**config.mk**
```make
export PLATFORM = sky130hd
export DESIGN_NAME = dmem_arbiter
export DESIGN_NICKNAME = d
export VERILOG_FILES = /design/src/rtl/dmem_arb_pkg.sv /design/src/rtl/dmem_arbiter_lat_counter.sv /design/src/rtl/dmem_arbiter.sv
export SDC_FILE = /design/constraint.sdc
export NUM_CORES = 1
export LEC_CHECK = 0
export BUFFER_PORTS_ARGS = -buffer_cell sky130_fd_sc_hd__clkbuf_2
export CELL_PAD_IN_SITES_DETAIL_PLACEMENT = 0
export CELL_PAD_IN_SITES_GLOBAL_PLACEMENT = 1
export CORE_MARGIN = 2
export CORE_UTILIZATION = 39
export DETAILED_ROUTE_END_ITERATION = 16
export PLACE_DENSITY_LB_ADDON = 0.12
export SLEW_MARGIN = 20
export SYNTH_ARGS = -nofsm -noshare
export SYNTH_HDL_FRONTEND = slang
export SYNTH_SLANG_ARGS = --single-unit
```
**constraint.sdc**
```tcl
create_clock -name clk -period 5.4 [get_ports clk]
set_input_delay 1.08 -clock clk [delete_from_list [all_inputs] [get_ports clk]]
set_output_delay 1.08 -clock clk [all_outputs]
set_load 0.02 [all_outputs]
```
**src/rtl/dmem_arb_pkg.sv**
```systemverilog
// rtl/dmem_arb_pkg.sv - shared types and widths for the data-memory arbiter
package dmem_arb_pkg;

  localparam int DEF_WORD_LEN = 32;
  localparam int STARVE_W     = 4;
  localparam int LAT_W        = 3;

  typedef enum logic [2:0] {
    IDLE     = 3'd0,
    BUSY_CPU = 3'd1,
    BUSY_DBG = 3'd2,
    CPU_DONE = 3'd3,
    DBG_DONE = 3'd4
  } arb_state_t;

endpackage

```
**src/rtl/dmem_arbiter_lat_counter.sv**
```systemverilog
// rtl/dmem_arbiter_lat_counter.sv - memory read latency down-counter with zero flag
module arb_lat_counter
  import dmem_arb_pkg::*;
#(
  parameter int LOAD_VAL = 2
) (
  input  logic clk,
  input  logic nReset,
  input  logic load,
  input  logic dec,
  output logic zero
);

  logic [LAT_W-1:0] cnt_q, cnt_d;

  always_comb begin
    cnt_d = cnt_q;
    if (load) begin
      cnt_d = LAT_W'(LOAD_VAL);
    end else if (dec && (cnt_q != '0)) begin
      cnt_d = cnt_q - 1'b1;
    end
  end

  always_ff @(posedge clk or negedge nReset) begin
    if (!nReset) begin
      cnt_q <= '0;
    end else begin
      cnt_q <= cnt_d;
    end
  end

  assign zero = (cnt_q == '0);

endmodule

```
**src/rtl/dmem_arbiter.sv**
```systemverilog
// rtl/dmem_arbiter.sv - single-port data memory shared by the CPU MEM stage and a loader/debug master
module dmem_arbiter
  import dmem_arb_pkg::*;
#(
  parameter int WORD_LEN   = DEF_WORD_LEN,
  parameter int MEM_LAT    = 2,
  parameter int STARVE_MAX = 4
) (
  input  logic                clk,
  input  logic                nReset,
  input  logic                cpu_rd,
  input  logic                cpu_wr,
  input  logic [WORD_LEN-1:0] cpu_addr,
  input  logic [WORD_LEN-1:0] cpu_wdata,
  output logic [WORD_LEN-1:0] cpu_rdata,
  output logic                cpu_stall,
  input  logic                dbg_req,
  input  logic                dbg_we,
  input  logic [WORD_LEN-1:0] dbg_addr,
  input  logic [WORD_LEN-1:0] dbg_wdata,
  output logic                dbg_gnt,
  output logic                dbg_done,
  output logic [WORD_LEN-1:0] dbg_rdata,
  output logic                mem_en,
  output logic                mem_we,
  output logic [WORD_LEN-1:0] mem_addr,
  output logic [WORD_LEN-1:0] mem_wdata,
  input  logic [WORD_LEN-1:0] mem_rdata
);

  arb_state_t          state_q, state_d;
  logic [STARVE_W-1:0] starve_q, starve_d;
  logic [WORD_LEN-1:0] mem_addr_q, mem_addr_d;
  logic [WORD_LEN-1:0] mem_wdata_q, mem_wdata_d;
  logic [WORD_LEN-1:0] cpu_rdata_q, cpu_rdata_d;
  logic [WORD_LEN-1:0] dbg_rdata_q, dbg_rdata_d;
  logic                mem_en_q, mem_en_d;
  logic                mem_we_q, mem_we_d;
  logic                dbg_gnt_q, dbg_gnt_d;
  logic                dbg_done_q, dbg_done_d;

  logic cpu_req;
  logic pick_dbg;
  logic lat_load;
  logic lat_dec;
  logic lat_zero;

  assign cpu_req  = cpu_rd | cpu_wr;
  assign lat_dec  = (state_q == BUSY_CPU) || (state_q == BUSY_DBG);
  // Debug only wins a tie once the CPU has been granted STARVE_MAX times in a row.
  assign pick_dbg = dbg_req && (!cpu_req || (starve_q == STARVE_W'(STARVE_MAX)));

  always_comb begin
    state_d     = state_q;
    starve_d    = starve_q;
    mem_addr_d  = mem_addr_q;
    mem_wdata_d = mem_wdata_q;
    cpu_rdata_d = cpu_rdata_q;
    dbg_rdata_d = dbg_rdata_q;
    mem_en_d    = 1'b0;
    mem_we_d    = 1'b0;
    dbg_gnt_d   = 1'b0;
    dbg_done_d  = 1'b0;
    lat_load    = 1'b0;

    unique case (state_q)
      IDLE: begin
        if (!dbg_req) begin
          starve_d = '0;
        end
        if (pick_dbg) begin
          state_d     = BUSY_DBG;
          mem_addr_d  = dbg_addr;
          mem_wdata_d = dbg_wdata;
          mem_en_d    = 1'b1;
          mem_we_d    = dbg_we;
          dbg_gnt_d   = 1'b1;
          starve_d    = '0;
          lat_load    = 1'b1;
        end else if (cpu_req) begin
          state_d     = BUSY_CPU;
          mem_addr_d  = cpu_addr;
          mem_wdata_d = cpu_wdata;
          mem_en_d    = 1'b1;
          mem_we_d    = cpu_wr;
          lat_load    = 1'b1;
          if (dbg_req && (starve_q != {STARVE_W{1'b1}})) begin
            starve_d = starve_q + 1'b1;
          end
        end
      end
      // The access completes even if the CPU request went away meanwhile.
      BUSY_CPU: begin
        if (lat_zero) begin
          cpu_rdata_d = mem_rdata;
          state_d     = CPU_DONE;
        end
      end
      BUSY_DBG: begin
        if (lat_zero) begin
          dbg_rdata_d = mem_rdata;
          dbg_done_d  = 1'b1;
          state_d     = DBG_DONE;
        end
      end
      CPU_DONE: state_d = IDLE;
      DBG_DONE: state_d = IDLE;
      default:  state_d = IDLE;
    endcase
  end

  always_ff @(posedge clk or negedge nReset) begin
    if (!nReset) begin
      state_q     <= IDLE;
      starve_q    <= '0;
      mem_addr_q  <= '0;
      mem_wdata_q <= '0;
      cpu_rdata_q <= '0;
      dbg_rdata_q <= '0;
      mem_en_q    <= 1'b0;
      mem_we_q    <= 1'b0;
      dbg_gnt_q   <= 1'b0;
      dbg_done_q  <= 1'b0;
    end else begin
      state_q     <= state_d;
      starve_q    <= starve_d;
      mem_addr_q  <= mem_addr_d;
      mem_wdata_q <= mem_wdata_d;
      cpu_rdata_q <= cpu_rdata_d;
      dbg_rdata_q <= dbg_rdata_d;
      mem_en_q    <= mem_en_d;
      mem_we_q    <= mem_we_d;
      dbg_gnt_q   <= dbg_gnt_d;
      dbg_done_q  <= dbg_done_d;
    end
  end

  arb_lat_counter #(
    .LOAD_VAL (MEM_LAT)
  ) u_lat_counter (
    .clk    (clk),
    .nReset (nReset),
    .load   (lat_load),
    .dec    (lat_dec),
    .zero   (lat_zero)
  );

  // Gated by nReset so the stall also drops while reset is held.
  assign cpu_stall = nReset && cpu_req && (state_q != CPU_DONE);
  assign cpu_rdata = cpu_rdata_q;
  assign dbg_rdata = dbg_rdata_q;
  assign dbg_gnt   = dbg_gnt_q;
  assign dbg_done  = dbg_done_q;
  assign mem_en    = mem_en_q;
  assign mem_we    = mem_we_q;
  assign mem_addr  = mem_addr_q;
  assign mem_wdata = mem_wdata_q;

endmodule

```
* Word level (Yosys, flattened, before mapping) *
Cells that the tools add are included.

word-level totals
  output and inout port bits = 133
  register bits = 142
  word-level logic and storage cells = 64

operators by class
  reductions and logical operators = 17
  $add $sub $neg = 2
  mux-type cells = 25
  equality and inequality tests = 8
  bitwise gates (word level) = 1

operators with widths
  cell                   count
  $mux W32               4
  $mux W3                6
  $mux W4                4
  $mux W1                10
  $pmux W3 S3            1
  $logic_not A3 Y1       2
  $reduce_and A2 Y1      3
  $logic_and A1 B1 Y1    5
  $add A4 B1 Y4 const B  1
  $eq A4 B3 Y1 const B   1
  $ne A2 B2 Y1 const B   2
  $ne A4 B4 Y1 const B   1
  $reduce_bool A2 Y1     2
  $eq A3 B1 Y1 const B   1
  $eq A3 B2 Y1 const B   1
  $ne A3 B2 Y1 const B   1
  $ne A3 B3 Y1 const B   1
  $reduce_and A3 Y1      1
  $reduce_bool A3 Y1     1
  $sub A3 B1 Y3 const B  1
  $logic_or A1 B1 Y1     2
  $logic_not A1 Y1       1
  $or A1 B1 Y1           1

* Depth between registers and ports, before layout *
Gate-level depths: netlist of the first run.

  depth after elaboration = 7
  mapped depth = 8
  depth with buffers taken out = 5

* Hierarchy *
Synthesis of the first run repeated with hierarchy kept, for this count alone.

second synthesis, totals
  cells, all modules = 592
  area, all modules = 6588.8 sq um

by module, submodules not included
  module           cells each  area each (sq um)  seq. area each (sq um)  instances
  dmem_arbiter     575         6404.9             3478.3                  1
  arb_lat_counter  17          183.9              75.1                    1

* Worst setup path before layout of the first run *
No wires, ideal clock.

  kind = input -> output
  from = input port cpu_wr
  to = output port cpu_stall
  slack = 2795 ps
  buffers on the path = 0
  arrival time = 1525 ps
  cell stages on the path = 2
  cells stage by stage = o21ai_0 -> a31oi_1

between the ends
  longest elaborated chain between the ends = 3

RTL lines
  item                               line                 text
  start: declaration                 dmem_arbiter.sv:12   input logic cpu_wr,
  $or A1 B1 Y1                       dmem_arbiter.sv:48   assign cpu_req = cpu_rd | cpu_wr;
  $logic_and A1 B1 Y1 (2 in series)  dmem_arbiter.sv:149  assign cpu_stall = nReset && cpu_req && (state_q != CPU_DONE);
  end: declaration                   dmem_arbiter.sv:16   output logic cpu_stall,

Every way passes these cells.

* Final worst setup path of the first run *
  from = input port nReset
  to = output port cpu_stall

between the ends
  longest elaborated chain between the ends = 2

RTL lines
  item                               line                 text
  start: declaration                 dmem_arbiter.sv:10   input logic nReset,
  $logic_and A1 B1 Y1 (2 in series)  dmem_arbiter.sv:149

Every way passes these cells.

==> results.sh, run 1 <==
export IMPL_skew_ns=0.0128
export IMPL_clockBufferDepth=2
export IMPL_worst_slack_ns=2.38
export IMPL_whs_ns=0.504
export IMPL_critPathArrivalTime_ns=1.94
export IMPL_n_fill_cell=1595
export IMPL_timing_final_crit_share_pct=55.9
export IMPL_num_vias=5972
export IMPL_slew_viol_final=0
export IMPL_root_buffer="clkbuf_16"
export IMPL_syn_cell_area_um2=6850
export IMPL_cts_resized=0
export IMPL_ant_nets=0
export IMPL_track_usage_pct=22.2
export IMPL_start_util_pct=39.7
export IMPL_coreArea_um2=17200
export IMPL_synth_seq_area_share_pct=51.9
export IMPL_path_clk_slew_ns=0.06
export IMPL_tns_ns=0
export IMPL_dr_pass1_iters=4
export IMPL_synth_compound_area_share_pct=23.9
export IMPL_die_width_um=136
export IMPL_leakage_uw=0.00410
export IMPL_cts_tree="done"
export IMPL_min_period_ns=3.02
export IMPL_fmax_mhz=331
export IMPL_regArea_um2=3550
export IMPL_hold_buffers=0
export IMPL_status="finished, final reports clean"
export IMPL_totalWireLength_um=20800
export IMPL_synth_top_family_by_area="compound AO/OA/AOI/OAI gates"
export IMPL_synth_cells=595
export IMPL_ir_drop_mv=0.261
export IMPL_critPathKind="input port to output port"
export IMPL_syn_area_per_cell_um2=11.5
export IMPL_grt_max_degree=71
export IMPL_drive_above_1_share_pct=49.8
export IMPL_overflow=0
export IMPL_place_ws_ns=2.06
export IMPL_dr_first_iter_drc_count=284
export IMPL_viasPerCell=5.46
export IMPL_clk_insertion_delay_late_ns=0.42
export IMPL_clock_sinks=142
export IMPL_ios=299
export IMPL_dieArea_um2=18600
export IMPL_grt_pass1_vias=6048
export IMPL_yosysUniqueCellTypes=41
export IMPL_ys_ff_latch=142
export IMPL_antenna_found_initial=1
export IMPL_end_kind="output port"
export IMPL_powerDensity_nw_per_um2=618
export IMPL_synth_xor_area_share_pct=0.128
export IMPL_critPathRequiredTime_ns=4.32
export IMPL_place_hpwl_um=14300
export IMPL_fin_nets=1024
export IMPL_relSlewSlack_pct=27.9
export IMPL_multiInputGateArea_um2=2950
export IMPL_hold_viol_final=0
export IMPL_rsz0062_at_grt="no"
export IMPL_holdCritPathClass="flop to flop"
export IMPL_yosys_warnings=0
export IMPL_grt_pass1_wl_um=31900
export IMPL_die_h_um=136
export IMPL_worst_slew_pin_slew_ns=1.08
export IMPL_post_route_drc_count=0
export IMPL_io_buffers=298
export IMPL_numCtsBuffers=17
export IMPL_syn_nets=765
export IMPL_post_cts_buffers=0
export IMPL_rows=48
export IMPL_rrSetupSlack_ns=3.05
export IMPL_start_kind="input port"
export IMPL_synthAdderAreaFrac_pct=0.731
export IMPL_finalSetupViolCount=0
export IMPL_place_gp_congestion=0.798
export IMPL_wl_per_cell_um=19.0
export IMPL_htree_levels=4
export IMPL_crit_fanout=40
export IMPL_synthMuxAreaShare_pct=10.7
export IMPL_drv_cap=0
export IMPL_yosys_area_share_simple_pct=7.26
export IMPL_syn2layout_area_growth_pct=31.0
power breakdown:
part           internal, uW  switching (uW)
logic                   985            1580
clock network           602             482
registers              1590             307
final cells by class:
class                           instances  area share (%)
Clock buffer                           18            4.79
Inverter                                6           0.251
Timing Repair Buffer                  310            17.9
Sequential cell                       142            39.6
Multi-Input combinational cell        377            32.9
Clock inverter                         14            1.35
Antenna cell                            1          0.0279
Tap cell                              225            3.14
cells in the final DEF, fill, tap and decap left out, types with 2 or more instances in the layout:
cell type,count
clkbuf_2,297
dfrtp_1,142
a21oi_1,71
nand3_1,69
o211ai_1,65
mux2_2,64
a31oi_1,46
a31oi_4,18
clkbuf_16,17
buf_4,10
inv_1,6
inv_6,6
o21ai_0,5
clkinvlp_4,5
ha_1,4
or3_1,2
nand2_1,2
nor2_1,2
or4_1,2
nand2b_1,2
o2bb2ai_1,2
a31oi_2,2
inv_8,2
buf_6,2
synth_stat cells:
master | instances | area [um2]
a31oi_1 | 46 | 288
o311a_1 | 1 | 10.0
buf_12 | 2 | 40.0
buf_4 | 3 | 22.5
o31ai_1 | 1 | 7.51
nand2b_1 | 2 | 12.5
xnor2_1 | 1 | 8.76
or3b_1 | 1 | 8.76
and3_1 | 1 | 6.26
buf_6 | 3 | 33.8
o31a_1 | 1 | 8.76
nand3_1 | 69 | 345
a31oi_4 | 18 | 383
buf_1 | 3 | 11.3
a31oi_2 | 2 | 25.0
o21ai_0 | 5 | 25.0
nor2_1 | 3 | 11.3
or3_1 | 3 | 18.8
clkbuf_1 | 43 | 161
nand2_1 | 2 | 7.51
nor2b_1 | 1 | 6.26
nor3_2 | 1 | 10.0
ha_1 | 4 | 50.1
nand4b_1 | 1 | 8.76
buf_2 | 16 | 80.1
nor4_1 | 1 | 6.26
nor3_1 | 1 | 5.00
dfrtp_1 | 142 | 3550
a311o_1 | 1 | 10.0
a21oi_1 | 71 | 355
o2bb2ai_1 | 2 | 17.5
o21a_1 | 1 | 7.51
mux2_2 | 64 | 721
and2_1 | 1 | 6.26
mux2i_1 | 1 | 10.0
or4_1 | 2 | 15.0
inv_1 | 6 | 22.5
nor4bb_1 | 2 | 20.0
a41oi_1 | 1 | 8.76
and3b_1 | 1 | 8.76
o211ai_1 | 65 | 488
metal layers:
layer / routed length (um) / vias up / GRT usage (%)
met5: 0 / - / 0
met3: 1840 / 34 / 7.27
met1: 8260 / 2898 / 26.1
met2: 10200 / 258 / 37.4
li1: - / 2782 / -
met4: 464 / 0 / 8.45
cells by family (layout without fill, tap and decap cells):
family                     after synthesis  in the layout
AOI/OAI and AO/OA                      215            215
DFF                                    142            142
and+or+nand+nor                         92             92
buffers and inverters                   76            348
muxes                                   65             65
adders and majority gates                4              4
xor gates and xnor gates                 1              1
other                                    0              1
critical path, stage by stage:
cell and delay [ns]:
buf_6 0.29, o21ai_0 0.15, a31oi_1 0.20, clkbuf_2 0.20
state kept, by name (all words and copies together) (netlist names):
signal               cells
u_lat_counter.cnt_q      3
mem_wdata               32
dbg_gnt                  1
dbg_rdata               32
mem_en                   1
state_q                  3
mem_we                   1
starve_q                 4
dbg_done                 1
mem_addr                32
cpu_rdata               32
final timing paths:
| path | endpoint | from | depth (start not counted) |
|---|---|---|---|
| max | cpu_stall | nReset | 4 |
| min | cpu_rdata[4] | cpu_rdata[4] | 1 |
| max reg2reg | dbg_rdata[5] | u_lat_counter.cnt_q[0] | 6 |
| min reg2reg | cpu_rdata[4] | cpu_rdata[4] | 1 |
| max in group asynchronous | mem_wdata[26] | nReset | 2 |
| min in group asynchronous | dbg_rdata[16] | nReset | 1 |
through the flow:
stage               utilization [%]  total power (uW)  area (um2)  std cells
floorplan                         -              3660        6850        595
global placement               48.8              4440        8400       1059
detailed placement             48.8              4510        8400       1059
CTS                            52.0              5610        8950       1091
global route                   52.0              5890        8970       1093
finish                         52.0              5540        8970       1093
(Power assumes the default switching activity.)
==> run 2: changes to the inputs <==
- CORE_UTILIZATION: 39 -> 36
- clock period: 5.4 -> 2.8 ns (I/O delays scaled with it)
==> run 2 against run 1 <==
Compared with the run above:
- first-iteration DRC count increased by 20%
- worst hold slack got worse by 0.21 ns
- die area rose by 8.1%
- global-route usage shrank 1.3 points
- largest power group unchanged
- highest routed layer unchanged
- final area rose by 1.3%
==> results.sh, run 2 (synthesized netlist as in run 1, its figures left out) <==
export IMPL_antenna_found_initial=0
export IMPL_viasPerCell=5.50
export IMPL_critPathMaxStageDelay_ns=0.49
export IMPL_diodes=0
export IMPL_overflow=0
export IMPL_powerDensity_nw_per_um2=1200
export IMPL_clk_insertion_delay_late_ns=0.41
export IMPL_swShare_pct=41.6
export IMPL_clock_sinks=142
export IMPL_hold_viol_final=0
export IMPL_p_clk_share_pct=20.5
export IMPL_critPathRequiredTime_ns=3.09
export IMPL_syn2layout_area_growth_pct=32.7
export IMPL_leakage_uw=0.00416
export IMPL_post_route_drc_count=0
export IMPL_crit_fanout=33
export IMPL_root_buffer="clkbuf_16"
export IMPL_grt_max_degree=80
export IMPL_dr_pass1_iters=7
export IMPL_critPathSlowestCell="nor2b_1"
export IMPL_whs_ns=0.294
export IMPL_fmax_mhz=447
export IMPL_rows=50
export IMPL_mostFrequentLayoutCells="clkbuf_2, dfrtp_1, a21oi_1"
export IMPL_rsz0062_at_grt="no"
export IMPL_cts_tree="done"
export IMPL_p_sw_uw=4530
export IMPL_skew_ns=0.00899
export IMPL_num_vias=6072
export IMPL_wl_met1_um=9060
export IMPL_critPathArrivalTime_ns=2.53
export IMPL_status="finished, final reports clean"
export IMPL_coreArea_um2=18700
export IMPL_drv_cap=0
export IMPL_dieArea_um2=20100
export IMPL_hold_buffers=0
export IMPL_tns_ns=0
export IMPL_die_width_um=142
export IMPL_crit_chain="inv_1 -> ha_1 -> nor2b_1 -> nor4bb_4 -> buf_12 -> mux2_2"
export IMPL_wl_per_cell_um=19.1
export IMPL_cp_buffers_inverters=2
export IMPL_seqPwrFrac_pct=33.8
export IMPL_ant_nets=0
export IMPL_die_h_um=142
export IMPL_start_kind="flop"
export IMPL_critPathKind="flop to flop"
export IMPL_relSlewSlack_pct=44.7
export IMPL_worst_slew_pin_slew_ns=0.830
export IMPL_end_kind="flop"
export IMPL_wl_met3_um=1110
export IMPL_start_util_pct=36.6
export IMPL_wl_met2_um=10600
export IMPL_finalSetupViolCount=0
export IMPL_clockBufferDepth=2
export IMPL_post_cts_buffers=0
export IMPL_grt_pass1_wl_um=33000
export IMPL_path_clk_slew_ns=0.06
export IMPL_p_int_uw=6340
export IMPL_htree_levels=4
export IMPL_min_period_ns=2.24
export IMPL_cts_resized=0
export IMPL_timing_final_crit_share_pct=79.9
export IMPL_ios=299
export IMPL_track_usage_pct=20.9
export IMPL_totalWireLength_um=21100
export IMPL_crit_family="simple AND/OR/NAND/NOR gates"
export IMPL_slew_viol_final=0
export IMPL_place_gp_congestion=0.775
export IMPL_numCtsBuffers=17
export IMPL_final_common_cell="clkbuf_2"
export IMPL_top_layer="met4"
export IMPL_fin_nets=1029
export IMPL_p_comb_share_pct=45.7
export IMPL_io_buffers=298
export IMPL_drive_above_1_share_pct=50.1
export IMPL_holdCritPathClass="input port to async pin"
export IMPL_grt_pass1_vias=6214
export IMPL_ir_drop_mv=0.406
export IMPL_dr_first_iter_drc_count=341
export IMPL_place_hpwl_um=14300
run 2: cell types whose count changed in the layout (fill, tap and decap cells not counted), sizes merged:
cell      previous run  this run
inv                 14         8
buf                 13        18
clkinv               1         5
bufinv               0         2
clkinvlp             5         3
clkbuf             315       316
diode                1         0
run 2: metrics by stage:
stage               util (%)  power, uW  worst slack [ns]  area [um2]  instances
CTS                     48.5      11000             0.531        9080       1105
finish                  48.6      10900             0.561        9080       1105
global route            48.6      11500             0.407        9080       1105
detailed placement      45.4       8730             0.491        8500       1074
floorplan                  -       7050             0.956        6850        595
global placement        45.4       8590             0.493        8500       1074
run 2: worst paths after layout:
kind,startpoint,to,slack [ns],depth (start not counted)
min in group clk,cpu_wdata[14],mem_wdata[14],0.40,3
worst max-delay path,u_lat_counter.cnt_q[0],dbg_rdata[30],0.56,6
worst min-delay path,nReset,cpu_rdata[19],0.29,2
worst max register to register,u_lat_counter.cnt_q[0],dbg_rdata[30],0.56,6
worst min register to register,cpu_rdata[1],cpu_rdata[1],0.50,1
max in group asynchronous,nReset,dbg_rdata[23],1.98,2
run 2: cell type report:
type | count | area (um2)
clock inverter | 12 | 139
sequential | 142 | 3550
multi-input combinational | 377 | 2950
clock buffer | 19 | 443
tap | 234 | 293
inverter | 6 | 22.5
fill | 1780 | 9620
timing repair buffer | 315 | 1680
run 2: worst register-to-register path, cell delays in order, from the launching register on:
cell and delay (ns):
dfrtp_1 0.39, inv_1 0.08, ha_1 0.17, nor2b_1 0.49, nor4bb_4 0.35, buf_12 0.26, mux2_2 0.39
run 2: power groups by stage:
stage          Combinational [uW]  Clock [uW]  Sequential [uW]
6_report                     4970        2230             3670
5_1_grt                      5370        2370             3800
4_1_cts                      5030        2290             3680
3_5_place_dp                 5030           0             3700
3_3_place_gp                 4920           0             3670
2_1_floorplan                2320           0             4730
run 2: routing by layer:
metal | GRT usage, % | up-vias
li1 | - | 2797
met5 | 0 | -
met1 | 26.6 | 3030
met3 | 4.12 | 26
met2 | 35.5 | 219
met4 | 7.42 | 0
==> run 3: changes to the inputs <==
- ABC_AREA: not set -> 1
- CORE_UTILIZATION: 36 -> 30
- clock period: 2.8 -> 1.92 ns (I/O delays scaled with it)
==> run 3 against run 2 <==
Compared with the run above:
- synthesized area is 1.2% lower
- register-to-register slack worse by 0.31 ns
- combinational power is 43% higher
- core utilization is 7.2 points lower
- die area is 18% higher
==> results.sh, run 3 <==
export IMPL_status="finished, final reports clean"
export IMPL_syn_cell_area_um2=6760
export IMPL_antenna_found_initial=0
export IMPL_synth_seq_area_share_pct=52.5
export IMPL_slew_viol_final=0
export IMPL_path_clk_slew_ns=0.06
export IMPL_synthArstFlopShare_pct=100
export IMPL_synthFlopType="dfrtp_1"
export IMPL_critPathRequiredTime_ns=1.54
export IMPL_drv_cap=0
export IMPL_wl_per_cell_um=14.3
export IMPL_post_cts_buffers=0
export IMPL_synth_top_cell_by_area="dfrtp_1"
export IMPL_critPathMaxStageDelay_ns=0.40
export IMPL_place_ws_ns=0.207
export IMPL_grt_pass1_wl_um=33200
export IMPL_mostFrequentLayoutCells="clkbuf_2, nand2_1, dfrtp_1"
export IMPL_synth_edf_count=0
export IMPL_end_kind="output port"
export IMPL_startpoint="state_q[0]"
export IMPL_grt_pass1_vias=6321
export IMPL_powerDensity_nw_per_um2=1700
export IMPL_track_usage_pct=17.6
export IMPL_clk_insertion_delay_late_ns=0.42
export IMPL_regArea_um2=3550
export IMPL_syn_nets=1006
export IMPL_ys_top_cells_by_area="dfrtp_1, nand2_1, nand3b_1, inv_1, nand3_1"
export IMPL_hold_viol_final=0
export IMPL_synth_cells=836
export IMPL_crit_fanout=4
export IMPL_netlist_top_cells_count="nand2_1, dfrtp_1, inv_1, nand3_1, nand3b_1"
export IMPL_critPathKind="flop to output port"
export IMPL_place_hpwl_um=14000
export IMPL_whs_ns=0.0185
export IMPL_htree_levels=4
export IMPL_syn2layout_area_growth_pct=34.4
export IMPL_viasPerCell=4.38
export IMPL_r2r_start="starve_q[0]"
export IMPL_critPathSlowestCell="dfrtp_1"
export IMPL_cts_tree="done"
export IMPL_tns_ns=0
export IMPL_n_fill_cell=2350
export IMPL_relSlewSlack_pct=42.7
export IMPL_critPathArrivalTime_ns=1.31
export IMPL_ios=299
export IMPL_hold_buffers=0
export IMPL_grt_max_degree=143
export IMPL_coreArea_um2=22000
export IMPL_synth_top_cell_area_share_pct=52.5
export IMPL_dieArea_um2=23800
export IMPL_min_period_ns=1.70
export IMPL_dr_pass1_iters=4
export IMPL_reg2regPathDepth=8
export IMPL_numCtsBuffers=17
export IMPL_root_buffer="clkbuf_16"
export IMPL_multiInputGateArea_um2=2490
export IMPL_ant_nets=0
export IMPL_r2r_end="mem_addr[4]"
export IMPL_syn_area_per_cell_um2=8.09
export IMPL_fin_nets=1289
export IMPL_start_kind="flop"
export IMPL_post_route_drc_count=0
export IMPL_worst_slack_ns=0.221
export IMPL_rrSetupSlack_ns=0.25
export IMPL_num_vias=6180
export IMPL_rsz0062_at_grt="no"
export IMPL_final_common_cell="clkbuf_2"
export IMPL_finalSetupViolCount=0
export IMPL_yosysUniqueCellTypes=23
export IMPL_fmax_mhz=589
export IMPL_die_width_um=154
export IMPL_yosysMostFrequentCell="nand2_1"
export IMPL_yosys_warnings=0
export IMPL_start_util_pct=30.8
export IMPL_timing_final_crit_share_pct=88.5
export IMPL_dr_first_iter_drc_count=282
export IMPL_die_h_um=154
export IMPL_place_gp_congestion=0.754
export IMPL_totalWireLength_um=20200
export IMPL_worst_slew_pin_slew_ns=0.860
export IMPL_overflow=0
export IMPL_ys_ff_latch=142
export IMPL_skew_ns=0.0114
export IMPL_rows=54
export IMPL_ir_drop_mv=0.601
export IMPL_crit_chain="inv_1 -> nor2_2 -> a21oi_1 -> clkbuf_2"
export IMPL_drive_above_1_share_pct=31.4
export IMPL_leakage_uw=0.00534
export IMPL_clockBufferDepth=2
export IMPL_io_buffers=298
export IMPL_holdCritPathClass="input port to async pin"
export IMPL_cts_resized=0
export IMPL_diodes=0
export IMPL_clock_sinks=142
run 3: metal layers:
metal	routed length [um]	GRT usage, %	share of wire (%)
met1	8960	22.4	44
met3	1450	5.21	7.2
met5	0	0	0
met4	447	5.87	2.2
met2	9330	28.6	46
run 3: worst max-delay path by stage:
stage | endpoint | slack [ns] | depth (start not counted)
finish | cpu_stall | 0.22 | 4
global route | mem_addr[4] | 0.06 | 8
CTS | cpu_stall | 0.17 | 4
detailed placement | mem_addr[4] | 0.21 | 8
global placement | mem_addr[4] | 0.21 | 8
floorplan | mem_addr[0] | 0.47 | 10
run 3: cell type report:
cell class                 instances  share of cell area [%]
sequential                       142                    39.1
timing repair buffer             313                    18.7
inverter                         118                    4.90
multi-input combinational        527                    27.4
tap                              280                    3.85
clock inverter                    14                    1.35
clock buffer                      18                    4.72
run 3: cells by family after synthesis:
family / share of synthesized area, %
xor+xnor: 0.259
compound gates: 5.11
flops: 52.5
simple gates: 30.6
fa+ha+maj: 0.740
buf+inv: 10.7
run 3: metrics by stage:
stage,cell area (um2),instances,total power (uW),util (%)
2_1_floorplan,6760,836,9930,-
3_3_place_gp,8540,1380,12500,38.9
4_1_cts,9090,1412,15800,41.4
5_1_grt,9090,1412,16800,41.4
6_report,9090,1412,15500,41.4
3_5_place_dp,8540,1380,12600,38.9
run 3: critical path: cells and delay by family, from the launching register on:
kind / cells / cell delay, ns
flops: 1 / 0.40
buf+inv: 2 / 0.29
compound gates: 1 / 0.16
simple gates: 1 / 0.05
run 3: report_power, final:
group	internal, uW	switching [uW]	total [uW]
Sequential	4490	805	5290
Clock	1700	1410	3110
Combinational	2340	4750	7100
Total	8530	6970	15500
